--- config.mk ---
export PLATFORM = sky130hd
export DESIGN_NAME = cmem_cache
export DESIGN_NICKNAME = d
export VERILOG_FILES = /design/src/rtl/cmem_cache_pkg.sv /design/src/rtl/cmem_cache_array.sv /design/src/rtl/cmem_cache.sv
export SDC_FILE = /design/constraint.sdc
export NUM_CORES = 2
export LEC_CHECK = 0
export CORE_MARGIN = 8
export CORE_UTILIZATION = 50
export DETAILED_ROUTE_END_ITERATION = 16
export PLACE_DENSITY_LB_ADDON = 0.15
export SLEW_MARGIN = 10
export SYNTH_ARGS = -nofsm -noshare
export SYNTH_HDL_FRONTEND = slang
export SYNTH_SLANG_ARGS = --single-unit
--- constraint.sdc ---
create_clock -name clk -period 6.3 [get_ports clk]
set_input_delay 0.945 -clock clk [delete_from_list [all_inputs] [get_ports clk]]
set_output_delay 0.945 -clock clk [all_outputs]
set_load 0.02 [all_outputs]
--- src/rtl/cmem_cache_pkg.sv ---
// Shared types for the cmem_cache L1: line geometry, controller state, line typedefs.
// Latency: none (types and constants only).
// Backpressure: none (types and constants only).
package cache_types;

  localparam int ADDR_BITS   = 32;
  localparam int OFFSET_BITS = 5;
  localparam int LINE_BITS   = 256;
  localparam int LINE_BYTES  = LINE_BITS / 8;

  typedef enum logic [1:0] {
    CHECK     = 2'd0,
    WRITEBACK = 2'd1,
    ALLOCATE  = 2'd2
  } cache_state_t;

  typedef logic [LINE_BITS-1:0]  line_t;
  typedef logic [LINE_BYTES-1:0] line_be_t;
  // Line number: {tag, index}. The tag is its upper (ADDR_BITS - OFFSET_BITS - S_INDEX) bits.
  typedef logic [ADDR_BITS-OFFSET_BITS-1:0] line_addr_t;

  // Byte address of the first byte of a line.
  function automatic logic [ADDR_BITS-1:0] line_base(input line_addr_t la);
    return {la, {OFFSET_BITS{1'b0}}};
  endfunction

endpackage

--- src/rtl/cmem_cache_array.sv ---
// Per-set valid/dirty/tag/data storage for the direct-mapped cache.
// Latency: combinational read of the indexed set; writes land at the next rising edge.
// Backpressure: none; the controller owns all sequencing.
module cache_array
  import cache_types::*;
#(
  parameter int S_INDEX  = 3,
  parameter int TAG_BITS = ADDR_BITS - OFFSET_BITS - S_INDEX
) (
  input  logic                clk,
  input  logic                rst_n,
  input  logic [S_INDEX-1:0]  idx,
  output logic                rd_valid,
  output logic                rd_dirty,
  output logic [TAG_BITS-1:0] rd_tag,
  output line_t               rd_line,
  input  line_be_t            byte_we,
  input  line_t               line_wdata,
  input  logic                tag_we,
  input  logic [TAG_BITS-1:0] tag_wdata,
  input  logic                valid_set,
  input  logic                dirty_we,
  input  logic                dirty_wdata
);

  localparam int SETS = 1 << S_INDEX;

  logic [SETS-1:0]     valid_q;
  logic [SETS-1:0]     dirty_q;
  logic [TAG_BITS-1:0] tag_q  [SETS];
  line_t               data_q [SETS];

  assign rd_valid = valid_q[idx];
  assign rd_dirty = dirty_q[idx];
  assign rd_tag   = tag_q[idx];
  assign rd_line  = data_q[idx];

  // Valid/dirty are the only reset state; a cleared valid bit hides stale tags and data.
  always_ff @(posedge clk) begin
    if (!rst_n) begin
      valid_q <= '0;
      dirty_q <= '0;
    end else begin
      if (valid_set) valid_q[idx] <= 1'b1;
      if (dirty_we)  dirty_q[idx] <= dirty_wdata;
    end
  end

  // Tag update on line fill.
  always_ff @(posedge clk) begin
    if (tag_we) tag_q[idx] <= tag_wdata;
  end

  // Byte-lane data write: a full mask for fills, one word's lanes for CPU stores.
  always_ff @(posedge clk) begin
    for (int b = 0; b < LINE_BYTES; b++) begin
      if (byte_we[b]) data_q[idx][b*8 +: 8] <= line_wdata[b*8 +: 8];
    end
  end

endmodule

--- src/rtl/cmem_cache.sv ---
// Direct-mapped write-back L1 serving one CPU cmem port, with 256-bit line fills/writebacks on pmem.
// Latency: hits respond in the request cycle; misses respond one cycle after the fill's pmem_resp.
// Backpressure: CPU holds its request until mem_resp; pmem requests are held stable until pmem_resp.
// Optional: define CMEM_CACHE_PERF_EN to add hit_count/miss_count outputs.
module cmem_cache
  import cache_types::*;
#(
  parameter int S_INDEX = 3
) (
  input  logic         clk,
  input  logic         rst_n,
  input  logic         mem_read,
  input  logic         mem_write,
  input  logic [3:0]   mem_byte_enable,
  input  logic [31:0]  mem_address,
  input  logic [31:0]  mem_wdata,
  output logic         mem_resp,
  output logic [31:0]  mem_rdata,
  output logic         pmem_read,
  output logic         pmem_write,
  output logic [31:0]  pmem_address,
  output logic [255:0] pmem_wdata,
  input  logic         pmem_resp,
  input  logic [255:0] pmem_rdata
`ifdef CMEM_CACHE_PERF_EN
  ,
  output logic [31:0]  hit_count,
  output logic [31:0]  miss_count
`endif
);

  localparam int TAG_BITS = ADDR_BITS - OFFSET_BITS - S_INDEX;

  cache_state_t        state, next_state;
  logic [S_INDEX-1:0]  idx;
  logic [TAG_BITS-1:0] req_tag;
  logic [2:0]          word_sel;
  logic                req, hit;
  logic                arr_valid, arr_dirty;
  logic [TAG_BITS-1:0] arr_tag;
  line_t               arr_line;
  line_be_t            byte_we;
  line_t               line_wdata;
  logic                tag_we, valid_set, dirty_we, dirty_wdata;
  logic                unused_addr_lsbs;

  assign idx              = mem_address[OFFSET_BITS +: S_INDEX];
  assign req_tag          = mem_address[ADDR_BITS-1 -: TAG_BITS];
  assign word_sel         = mem_address[OFFSET_BITS-1:2];
  assign req              = mem_read | mem_write;
  assign hit              = arr_valid && (arr_tag == req_tag);
  assign unused_addr_lsbs = ^mem_address[1:0];

  cache_array #(
    .S_INDEX  (S_INDEX),
    .TAG_BITS (TAG_BITS)
  ) u_array (
    .clk         (clk),
    .rst_n       (rst_n),
    .idx         (idx),
    .rd_valid    (arr_valid),
    .rd_dirty    (arr_dirty),
    .rd_tag      (arr_tag),
    .rd_line     (arr_line),
    .byte_we     (byte_we),
    .line_wdata  (line_wdata),
    .tag_we      (tag_we),
    .tag_wdata   (req_tag),
    .valid_set   (valid_set),
    .dirty_we    (dirty_we),
    .dirty_wdata (dirty_wdata)
  );

  // Controller state register; reset aborts any miss in flight.
  always_ff @(posedge clk) begin
    if (!rst_n) state <= CHECK;
    else        state <= next_state;
  end

  // Next state, CPU/pmem outputs and array write controls. Outputs idle at zero.
  always_comb begin
    next_state   = state;
    mem_resp     = 1'b0;
    mem_rdata    = '0;
    pmem_read    = 1'b0;
    pmem_write   = 1'b0;
    pmem_address = '0;
    pmem_wdata   = '0;
    byte_we      = '0;
    line_wdata   = '0;
    tag_we       = 1'b0;
    valid_set    = 1'b0;
    dirty_we     = 1'b0;
    dirty_wdata  = 1'b0;
    unique case (state)
      CHECK: begin
        if (req) begin
          if (hit) begin
            mem_resp = 1'b1;
            // A write wins over a simultaneous read; an empty lane mask still marks the line dirty.
            if (mem_write) begin
              byte_we     = line_be_t'(mem_byte_enable) << {word_sel, 2'b00};
              line_wdata  = {8{mem_wdata}};
              dirty_we    = 1'b1;
              dirty_wdata = 1'b1;
            end else begin
              mem_rdata = arr_line[{word_sel, 5'b00000} +: 32];
            end
          end else if (arr_valid && arr_dirty) begin
            next_state = WRITEBACK;
          end else begin
            next_state = ALLOCATE;
          end
        end
      end
      WRITEBACK: begin
        pmem_write   = 1'b1;
        pmem_address = line_base({arr_tag, idx});
        pmem_wdata   = arr_line;
        if (pmem_resp) begin
          dirty_we    = 1'b1;
          dirty_wdata = 1'b0;
          next_state  = ALLOCATE;
        end
      end
      ALLOCATE: begin
        pmem_read    = 1'b1;
        pmem_address = line_base({req_tag, idx});
        if (pmem_resp) begin
          byte_we     = '1;
          line_wdata  = pmem_rdata;
          tag_we      = 1'b1;
          valid_set   = 1'b1;
          dirty_we    = 1'b1;
          dirty_wdata = 1'b0;
          next_state  = CHECK;
        end
      end
      default: next_state = CHECK;
    endcase
  end

`ifdef CMEM_CACHE_PERF_EN
  logic fill_done_q;

  // Counts hits and misses; the response in the cycle right after a fill belongs to the miss.
  always_ff @(posedge clk) begin
    if (!rst_n) begin
      hit_count   <= '0;
      miss_count  <= '0;
      fill_done_q <= 1'b0;
    end else begin
      fill_done_q <= (state == ALLOCATE) && pmem_resp;
      if (mem_resp && !fill_done_q)
        hit_count <= hit_count + 32'd1;
      if ((state == CHECK) && (next_state != CHECK))
        miss_count <= miss_count + 32'd1;
    end
  end
`endif

endmodule

==> metrics.md <==
| Metric | Value |
|---|---|
| PD cells | 302 nW/um^2 |
| I/O Buffers | 644 |
| Initial Util | 50.1% |
| Reg2Reg Depth | 10 |
| Leakage | 36.6 nW |
| Reg-to-Reg End | u_array.data_q[0][182] |
| Achievable frequency | 164 MHz |
| GPL Wtd Cong | 0.969 |
| Hold path start | u_array.valid_q[7] |
| Core Area | 180,000 um^2 |
| Final setup TNS | 0 ns |
| Setup violators final | 0 |
| Area growth from synthesis to layout | 22.3% |
| Status | completed |
| Postcts setup bufs | 0 |
| Max Slew Vio Count | 0 |
| Max-Cap Viols | 0 |
| Hold-critical path depth | 1 |
| DIE HEIGHT | 441 um |
| Number of remaining DRC errors | 0 |
| I/O pin total | 652 |
| # hold bufs at CTS | 0 |
| Total CTS buffers | 222 |
| # resized after CTS | 0 |
| Ys async rst share | 0% |
| Final Cycle Share | 96.9% |
| # nets final | 7,042 |
| Htree depth | 4 |
| Mean Syn Cell Area | 15.7 um^2 |
| Synth Flop Type | edfxtp_1 |
| DR vias | 62,702 |
| Crit path DAT | 5.16 ns |
| Initial antenna violation count | 49 |
| Die width | 441 um |
| Clk Latency, worst-skew pair | 0.89 ns |
| Die Area | 194,000 um^2 |
| Period minus WS final | 6.11 ns |
| Final Hold Viols | 0 |
| Grt ovf | 0 |
| Yosys cell types | 62 |
| Syn Inst Count | 5,755 |
| Initial drt markers | 10,148 |
| Worst setup EP type | output pin |
| Seq cells post-synth | 2,258 |
| Via/cell ratio | 6.73 |
| WL/cell | 38.4 um |
| Post-synth EDFFs | 2,240 |
| Worst Setup Path Type | in -> out |
| RSZ-0062 raised after global routing | false |
| Vias in the first global route | 58,307 |
| CTS Buffer Depth | 3 |
| Initial DRT Pass Iterations | 6 |
| Crit Path Max Fanout | 32 |
| CTS tree | done |
| Clock transition at path regs | 0.06 ns |
| Maximum vdd ir drop | 275 uV |
| Slowest CP cell | clkdlybuf4s50_1 |
| Clk_skew | 0.0509 ns |
| CP Data Required Time | 5.35 ns |
| Largest net degree at the start of global routing | 115 |
| Sequential fraction of the synthesis area | 75.0% |
| Setup crit start kind | input port |
| Yosys synthesis warning count | 0 |
| Hold crit path type | reg -> reg |
| Slack of the worst reg-to-reg path | 1.61 ns |
| Crit path cell chain | buf_8 -> mux2_2 -> a222oi_1 -> o21ai_1 -> xor2_1 -> or4b_1 -> or4_4 -> or3b_2 -> buf_12 -> a211oi_2 -> clkdlybuf4s50_1 |
| Dpl hpwl | 243 mm |
| Pwr Total | 33.3 mW |
| Hold EP | u_array.valid_q[7] |
| Worst reg2reg path startpoint | u_array.tag_q[7][1] |
| CTS Root Cell | clkbuf_16 |
| First-pass GRT wire length | 479 mm |
| Non-Filler Instances | 9,320 |
| Delay of the slowest critical-path stage | 0.65 ns |
| Slew headroom | 26.3% |
| Layout cells sized above 1 | 16.7% |
| Post-route antenna net violation count | 0 |
| Final WL | 358 mm |
| Dpl cells | 8,855 |
| Total Routing Usage GR | 35.8% |
| Worst-Margin Slew | 1.11 ns |
| Row count | 156 |
| Post-Synthesis Cell Area | 90,200 um^2 |
| CTS sink count | 2,258 |
registers in the layout, summed over array words and instances (netlist names):
name	count
u_array.data_q	2048
u_array.dirty_q	8
state	2
u_array.valid_q	8
u_array.tag_q	192
synth_stat cells (36+ instances only):
cell	number	share of area (%)
a22oi_1	781	6.5
clkbuf_1	356	1.5
buf_1	41	0.17
o21ai_0	52	0.29
buf_2	49	0.27
mux2_2	64	0.80
a21oi_1	88	0.49
and2_1	214	1.5
nand2_1	615	2.6
edfxtp_1	2240	75
nand4_1	162	1.1
nor2_1	156	0.65
nand3_1	64	0.36
a221oi_1	45	0.44
o22ai_1	36	0.25
mux2i_1	95	1.1
a22o_1	55	0.53
o31ai_1	262	2.2
mux4_2	73	1.8
cell usage in the layout, fill, tap and decap left out, types with 49 or more instances in the layout:
cell type	n
a22o_1	55
o31ai_1	262
buf_4	551
clkinv_2	49
o21ai_0	52
mux2_2	64
nand2_1	601
and2_1	210
clkbuf_16	223
mux4_2	73
clkdlybuf4s50_1	581
nor2_1	152
edfxtp_1	2240
nand4_1	162
mux2i_1	95
a22oi_1	781
clkinv_1	50
a21oi_1	88
diode_2	49
area by class of cell:
class	instances	area, um^2
fillers	13587	69700
flip-flops and latches	2258	67600
multi-input cells	3030	20900
repair buffers	1183	10900
clock buffers	253	5690
well taps	2370	2970
clock inverters	163	1970
diodes	49	123
inverters	14	56.3
metrics by stage:
| stage | instance area, um^2 | util, % | worst slack, ns | hold slack, ns |
|---|---|---|---|---|
| floorplan | 90200 | - | 1.03 | 0.435 |
| global placement | 103000 | 57.0 | 0.246 | 0.443 |
| detailed placement | 103000 | 57.0 | 0.258 | 0.451 |
| CTS | 110000 | 61.2 | 0.273 | 0.465 |
| global route | 110000 | 61.2 | 0.134 | 0.488 |
| finish | 110000 | 61.3 | 0.195 | 0.469 |
kinds of logic (layout without fill, tap and decap cells):
kind of cell	Yosys count	in the layout	synth area share (%)
buffers and inverters	471	1613	2.10
muxes	240	240	3.78
and+or+nand+nor	1316	1316	6.95
other	1	54	0.00416
AOI/OAI and AO/OA	1455	1455	12.0
xor gates and xnor gates	10	10	0.0971
DFF	2258	2258	75.0
adders and majority gates	4	4	0.0555
power breakdown:
group | internal (mW) | total [mW] | switching (mW) | leakage [nW]
logic | 0.797 | 2.68 | 1.88 | 13.3
clock network | 8.10 | 13.9 | 5.79 | 3.73
registers | 16.7 | 16.8 | 0.0467 | 19.6
metal layers:
metal / vias to the layer above / share of wire (%) / GRT usage, %
met1: 31597 / 34 / 45.7
li1: 25146 / - / -
met4: 4 / 9.1 / 27.0
met2: 4993 / 44 / 52.5
met5: - / 0.0061 / 0
met3: 962 / 12 / 9.26
how the worst max path moves through the flow:
stage / from / to / slack, ns / cells after the start
2_1_floorplan: mem_address[5] / mem_rdata[31] / 1.03 / 11
3_3_place_gp: mem_address[5] / mem_rdata[19] / 0.25 / 12
3_5_place_dp: mem_address[5] / mem_rdata[16] / 0.26 / 11
4_1_cts: mem_address[5] / mem_rdata[16] / 0.27 / 11
5_1_grt: mem_address[5] / mem_rdata[19] / 0.13 / 12
6_report: mem_address[5] / mem_rdata[16] / 0.19 / 11
worst max-delay path, delay by kind of cell:
kind | cells | cell delay, ns
multiplexers | 1 | 0.37
AND/OR/NAND/NOR | 3 | 1.67
buffers and inverters | 3 | 1.08
XOR/XNOR | 1 | 0.21
AO/OA/AOI/OAI | 3 | 0.75
Note: power is estimated with default switching activity, not from simulation.
